**src/rtl/turn_sequencer.sv**
```systemverilog
// turn_sequencer: Snakes and Ladders turn scheduler, token stepper, jump resolver and winner detector
module turn_sequencer #(
  parameter int NUM_PLAYERS  = 4,
  parameter int BOARD_LAST   = 100,
  parameter int POS_W        = 7,
  parameter bit EXACT_FINISH = 1
) (
  input  logic                         clock,
  input  logic                         resetn,
  input  logic                         start,
  input  logic                         roll,
  input  logic [2:0]                   dice,
  input  logic                         step_tick,
  output logic [POS_W-1:0]             jump_addr,
  input  logic [POS_W-1:0]             jump_dest,
  output logic [NUM_PLAYERS*POS_W-1:0] positions,
  output logic [1:0]                   cur_player,
  output logic                         busy,
  output logic [3:0]                   winner
);
  typedef enum logic [2:0] {IDLE, WAIT_ROLL, MOVE, JUMP, NEXT, WIN} state_t;
  localparam logic [POS_W-1:0] LAST = POS_W'(BOARD_LAST);
  state_t                  state;
  logic [3:0][POS_W-1:0]   pos;
  logic [2:0]              steps;
  logic [POS_W:0]          sum;
  logic [POS_W-1:0]        np;
  logic                    dice_ok;
  always_comb begin
    jump_addr = pos[cur_player];
    sum       = {1'b0, jump_addr} + (POS_W+1)'(dice);
    dice_ok   = dice != 3'd0 && dice != 3'd7;
    // out-of-range or zero lookup results are treated as "no snake/ladder"
    np        = (jump_dest != '0 && jump_dest <= LAST) ? jump_dest : jump_addr;
    positions = pos[NUM_PLAYERS-1:0];
  end
  always_ff @(posedge clock) begin
    if (!resetn) begin
      state      <= IDLE;
      pos        <= '0;
      cur_player <= 2'd0;
      winner     <= 4'd0;
      busy       <= 1'b0;
      steps      <= 3'd0;
    end else begin
      case (state)
        IDLE: if (start) state <= WAIT_ROLL;
        WAIT_ROLL: if (roll && dice_ok) begin
          if (sum <= {1'b0, LAST}) begin
            steps <= dice;
            state <= MOVE;
            busy  <= 1'b1;
          end else if (EXACT_FINISH) begin
            state <= NEXT;
          end else begin
            steps <= 3'(LAST - jump_addr);
            state <= MOVE;
            busy  <= 1'b1;
          end
        end
        MOVE: if (step_tick) begin
          pos[cur_player] <= jump_addr + 1'b1;
          steps           <= steps - 3'd1;
          if (steps == 3'd1) state <= JUMP;
        end
        JUMP: begin
          pos[cur_player] <= np;
          busy            <= 1'b0;
          if (np == LAST) begin
            state  <= WIN;
            winner <= {2'b00, cur_player} + 4'd1;
          end else begin
            state <= NEXT;
          end
        end
        NEXT: begin
          cur_player <= (cur_player == 2'(NUM_PLAYERS-1)) ? 2'd0 : cur_player + 2'd1;
          state      <= WAIT_ROLL;
        end
        WIN: if (start) begin
          pos        <= '0;
          winner     <= 4'd0;
          cur_player <= 2'd0;
          state      <= WAIT_ROLL;
        end
        default: state <= IDLE;
      endcase
    end
  end
endmodule

```
**config.mk**
```make
export PLATFORM = sky130hd
export DESIGN_NAME = turn_sequencer
export DESIGN_NICKNAME = d
export VERILOG_FILES = /design/src/rtl/turn_sequencer.sv
export SDC_FILE = /design/constraint.sdc
export NUM_CORES = 1
export LEC_CHECK = 0
export ABC_AREA = 1
export CORE_UTILIZATION = 48
export CTS_CLUSTER_SIZE = 16
export DETAILED_ROUTE_END_ITERATION = 10
export PLACE_DENSITY = 0.85
export SETUP_SLACK_MARGIN = 0.4
export SLEW_MARGIN = 0
export SYNTH_ARGS = -nofsm -noshare
export SYNTH_HDL_FRONTEND = slang
export SYNTH_SLANG_ARGS = --single-unit
```
**constraint.sdc**
```tcl
create_clock -name clock -period 2.4 [get_ports clock]
set_input_delay 0.24 -clock clock [delete_from_list [all_inputs] [get_ports clock]]
set_output_delay 0.24 -clock clock [all_outputs]
set_load 0.1 [all_outputs]
```
=== Word level (Yosys, flattened, before mapping) ===
Index checks and enable logic that the tools add are counted.

* Equal/unequal tests: 16
* Shift operators: 0
* Mux-type cells: 30
* Reductions and logical operators: 19
* Divide/modulo/power cells: 0
* Bitwise gates (word level): 0
* Order comparisons: 4
* $add $sub $neg: 5
* Multiply operators: 0

{| class="wikitable"
|+ Operators with widths
! cell !! number
|-
| 28-bit one-hot mux with 3 select lines || 1
|-
| 28-bit bitwise mux || 2
|-
| 28-bit 2-to-1 mux || 2
|-
| 3-bit 2-to-1 mux || 8
|-
| 7-bit 2-to-1 mux || 3
|-
| 3-bit one-hot mux with 5 select lines || 1
|-
| 7-bit binary-select mux with 2-bit select || 1
|-
| 7-bit demux with 2-bit select || 1
|-
| 2-bit inequality test (second input constant) || 6
|-
| 3-bit AND reduction || 3
|-
| 7-bit by 3-bit adder with 8-bit output || 1
|-
| 8-bit by 7-bit less-or-equal comparator with 1-bit output (second input constant) || 1
|-
| 4-bit 2-to-1 mux || 2
|-
| 4-bit one-hot mux with 2 select lines || 1
|-
| 4-bit AND reduction || 2
|-
| 2-bit nonzero test || 4
|-
| 7-bit by 1-bit adder with 7-bit output (second input constant) || 1
|-
| 7-bit == test (second input constant) || 1
|-
| 7-bit less-or-equal comparator (second input constant) || 1
|-
| 7-bit nonzero test || 1
|-
| 3-bit by 1-bit == test with 1-bit output (second input constant) || 2
|-
| 3-bit by 2-bit == test with 1-bit output (second input constant) || 2
|-
| 3-bit == test (second input constant) || 2
|-
| 3-bit one-hot mux with 2 select lines || 1
|-
| 17 further kinds || 24
|}

* Word-level logic and storage cells: 83
* Output and inout bits: 42
* ROM bits: 0
* Register bits: 41
* Memories: 0
* Bits in writable memories: 0
* Latch bits: 0
* Input port bits: 15

=== Logic depth before layout (Yosys ltp) ===
* Word-level depth: 7
* Depth in mapped cells: 19

=== Worst setup path before layout ===
No wires, ideal clock.

* Kind: reg-to-reg
* Start: register cur_player[0]
* End: register state[2]
* Setup slack: -1.356 ns
* Period minus slack after synthesis: 3.756 ns
* Arrival time: 3.639 ns
* Data required time: 2.283 ns
* Cell stages (with the launch flop): 17
* Cell sequence: dfxtp_1 > inv_2 > buf_6 > o211ai_2 > nand2_2 > ha_1 > fa_1 > a21oi_1 > nand3_1 > nand2_1 > nand3_1 > nand2_1 > nand2_1 > nand3_2 > nand2_1 > a21oi_1 > nor2_1

* Longest elaborated chain between the ends: 7

{| class="wikitable"
|+ Ends and longest elaborated chain
! item !! RTL line !! RTL
|-
| start: declaration || 17 || <nowiki>output logic [1:0] cur_player,</nowiki>
|-
| start signal: assignment || 77 || <nowiki>cur_player <= (cur_player == 2'(NUM_PLAYERS-1)) ? 2'd0 : cur_player + 2'd1;</nowiki>
|-
| 7-bit binary-select mux with 2-bit select || 30 || <nowiki>jump_addr = pos[cur_player];</nowiki>
|-
| 7-bit 2-to-1 mux (not written as such) || 30 ||
|-
| via jump_addr[0] || 14 || <nowiki>output logic [POS_W-1:0] jump_addr,</nowiki>
|-
| 7-bit by 3-bit adder with 8-bit output || 31 || <nowiki>sum = {1'b0, jump_addr} + (POS_W+1)'(dice);</nowiki>
|-
| 8-bit by 7-bit less-or-equal comparator with 1-bit output || 49 || <nowiki>if (sum <= {1'b0, LAST}) begin</nowiki>
|-
| 3-bit 2-to-1 mux || 49 ||
|-
| 3-bit 2-to-1 mux || 48 || <nowiki>WAIT_ROLL: if (roll && dice_ok) begin</nowiki>
|-
| 3-bit one-hot mux with 5 select lines || 46 || <nowiki>case (state)</nowiki>
|-
| end signal: assignment || 47 || <nowiki>IDLE: if (start) state <= WAIT_ROLL;</nowiki>
|-
| end signal: assignment || 51 || <nowiki>state <= MOVE;</nowiki>
|-
| end signal: assignment || 54 || <nowiki>state <= NEXT;</nowiki>
|-
| end: declaration || 23 || <nowiki>state_t state;</nowiki>
|}

The timed path passes the listed nets, and every way through them passes these cells. The select of a mux whose other input is x is not followed.
A chain may end at the register's enable or synchronous reset.

=== Worst setup path after layout ===
* Start: register cur_player[0]
* End: register state[2]

* Longest elaborated chain between the ends: 7

{| class="wikitable"
|+ Ends and longest elaborated chain
! item !! RTL line
|-
| 7-bit binary-select mux with 2-bit select || 30
|-
| 7-bit 2-to-1 mux (not written as such) || 30
|-
| 7-bit by 3-bit adder with 8-bit output || 31
|-
| 8-bit by 7-bit less-or-equal comparator with 1-bit output || 49
|-
| 3-bit 2-to-1 mux || 49
|-
| 3-bit 2-to-1 mux || 48
|-
| 3-bit one-hot mux with 5 select lines || 46
|}

Every way passes these cells. The select of a mux whose other input is x is not followed.

==> flow_summary.yaml <==
finish:
  register_area_um2: 840
  syn2layout_area_growth_pct: 46.2
  num_antenna_cells: 0
  fillers: 491
  nNetsFinal: 598
  design_area_um2: 4580
  layout-drive-gt1-share_pct: 35.8
  multi_input_area_um2: 2330
setup_path:
  reg2reg_from: "cur_player[0]"
  path_class: "flip-flop to flip-flop"
  r2r_slack_ns: 0.02
  crit_fanout: 6
  ff2ff_path_depth: 15
  cp.required_ns: 2.59
  endpoint_kind: "flip-flop"
  arrival_ns: 2.58
  setup.worst_path.start_class: "flip-flop"
  r2r_end: "state[2]"
synth:
  synthDistinctLibCells: 37
  synthTopCellsByCount: "nand2_1, inv_1, nand3_1"
  synth_ff_type: "dfxtp_1"
  synth_seq_area_share_pct: 25.5
  syn_nets: 508
  synth_top_cell_area_share_pct: 25.5
  async_flop_share_pct: 0
  yosys.area.top_type: "dfxtp_1"
  synth-edff-count: 0
  yosysWarnings: 0
  netlist_instances: 482
  syn_area_per_cell_um2: 6.50
  ys_top_cells_by_area: "dfxtp_1, nand2_1, o211ai_1, nand3_1, inv_1"
  syn_area_um2: 3130
  ys_seq_elements: 40
  synth.most_common_cell: "nand2_1"
hold_path:
  hold_end: "steps[1]"
  worstHoldStart: "steps[1]"
  hold_depth: 2
  hp-class: "flip-flop to flip-flop"
placed_design:
  placed_area_um2: 3760
  port_buffers: 55
  gp_congestion: 0.884
  place_hpwl_um: 6950
route:
  drc_errors: 2
  firstDrtPassIters: 8
  ant_nets: 0
  viasPerCell: 5.91
  wl_um: 10800
  drt_iter0_markers: 547
  wire_per_inst_um: 16.6
  vias: 3833
die:
  initial_utilization_pct: 49.6
  die_x_um: 82.8
  dieArea_um2: 6860
  die_height_um: 82.8
  rows: 29
  ios: 57
  core-area_um2: 6310
clock_network:
  cts_buffers: 5
  clk_latency_ns: 0.30
  clock_path_buffers: 2
  tritoncts: "built"
  clkSinkCount: 40
  cts_root_buffer: "clkbuf_8"
  clk_pin_slew_ns: 0.08
  htree_levels: 2
  hold_buffers: 0
power:
  power_frac_comb_pct: 69.6
  clockPowerShare_pct: 11.7
  ir_worst_vdd_mv: 1.21
  powerDensity_nw_per_um2: 1070
  p_int_w: 0.00223
  p_leak_nw: 1.93
  power_frac_seq_pct: 18.6
  p_sw_w: 0.00266
  p_sw_share_pct: 54.4
grt:
  grt_max_degree: 36
  grt_pass1_vias: 3362
  grt_pass1_wl_um: 15900
  overflow: 0
  antenna_found_initial: 0
  grt_use_total_pct: 28.1
timing:
  period_share_pct: 99.2
  tns_ns: 0
  fmax_mhz: 420
  fin_crit_ns: 2.38
  slew_viol_final: 0
  setup_viol: 0
  skew_ns: 0.00698
  hold_viol: 0
  holdWs_ns: 0.479
  rsz0062_at_grt: "yes"
job:
  maxCapViolCount: 0
run_status:
  outcome: "complete, but fails checks"
  violations: "design-rule violations"
-- repair_timing --
action                     in CTS  in global routing
cloned                          1                  1
buffers inserted               11                 17
gates resized for setup        37                 58
setup endpoints to repair      22                 42
pin swaps                      10                 29
-- how the worst max path moves through the flow --
stage	depth (start not counted)	to	from
after floorplan	17	state[2]	cur_player[0]
final	15	state[2]	cur_player[0]
after global routing	16	state[1]	cur_player[0]
after detailed placement	15	steps[0]	cur_player[0]
after global placement	13	state[2]	dice[0]
after CTS	16	state[1]	cur_player[0]
-- power groups by stage --
stage | clock (W) | sequential [W] | combinational, W
global placement | 0 | 0.000915 | 0.00260
global route | 0.000609 | 0.000928 | 0.00359
finish | 0.000573 | 0.000912 | 0.00341
detailed placement | 0 | 0.000916 | 0.00264
CTS | 0.000571 | 0.000906 | 0.00288
floorplan | 0 | 0.00145 | 0.00152
-- per-stage QoR --
step	utilization, %	instances	total power, W	setup slack (ns)
final	72.6	649	0.00489	0.0181
after global routing	72.6	649	0.00513	-0.109
after CTS	65.4	631	0.00436	0.120
after detailed placement	59.6	612	0.00355	0.0508
after global placement	59.6	612	0.00352	0.107
after floorplan	-	482	0.00296	-0.585
-- critical path: stages (launching register included) --
cell	delay (ns)
dfxtp_4	0.42
inv_8	0.06
o211ai_4	0.20
nand2_4	0.09
ha_4	0.18
fa_2	0.42
a21oi_4	0.17
nand3_2	0.09
nand2_2	0.06
nand3_2	0.07
nand2_2	0.10
nand2_4	0.06
nand3_4	0.12
nand2_1	0.06
a21oi_1	0.12
nor2_1	0.05
-- layer usage --
| metal | vias up | GRT usage [%] | routed length, um |
|---|---|---|---|
| met3 | 52 | 5.57 | 885 |
| met4 | 0 | 12.2 | 446 |
| met5 | - | 0 | 0 |
| li1 | 1792 | - | - |
| met1 | 1747 | 36.5 | 4250 |
| met2 | 242 | 45.4 | 5190 |
-- layout make-up --
type | count | share of cell area [%]
timing repair buffer | 99 | 20.5
sequential | 40 | 18.3
timing repair inverter | 1 | 0.137
multi-input combinational | 366 | 50.9
clock buffer | 7 | 2.59
inverter | 59 | 5.51
tap | 77 | 2.10
-- kinds of logic after synthesis --
group                    count (synthesis)  share of synthesized area, %
AO/OA/AOI/OAI                          115                          24.4
XOR/XNOR                                 5                          1.40
other                                    1                         0.120
adder cells (fa/ha/maj)                 11                          4.63
AND/OR/NAND/NOR                        233                          32.3
flip-flops                              40                          25.5
multiplexers                             1                         0.719
buffers and inverters                   76                          10.9
-- cells in the final DEF (no fill, tap or decap), types with 16 or more instances in the layout --
cell | Yosys | final
a31oi_1 | 21 | 21
dfxtp_2 | 0 | 25
nand3_1 | 41 | 34
nand2_2 | 7 | 18
buf_4 | 3 | 65
a21oi_1 | 18 | 16
o211ai_1 | 30 | 30
inv_1 | 49 | 43
o21ai_0 | 30 | 30
nand2_1 | 147 | 129
nor2_1 | 28 | 20
Note: power is estimated with default switching activity, not from simulation.
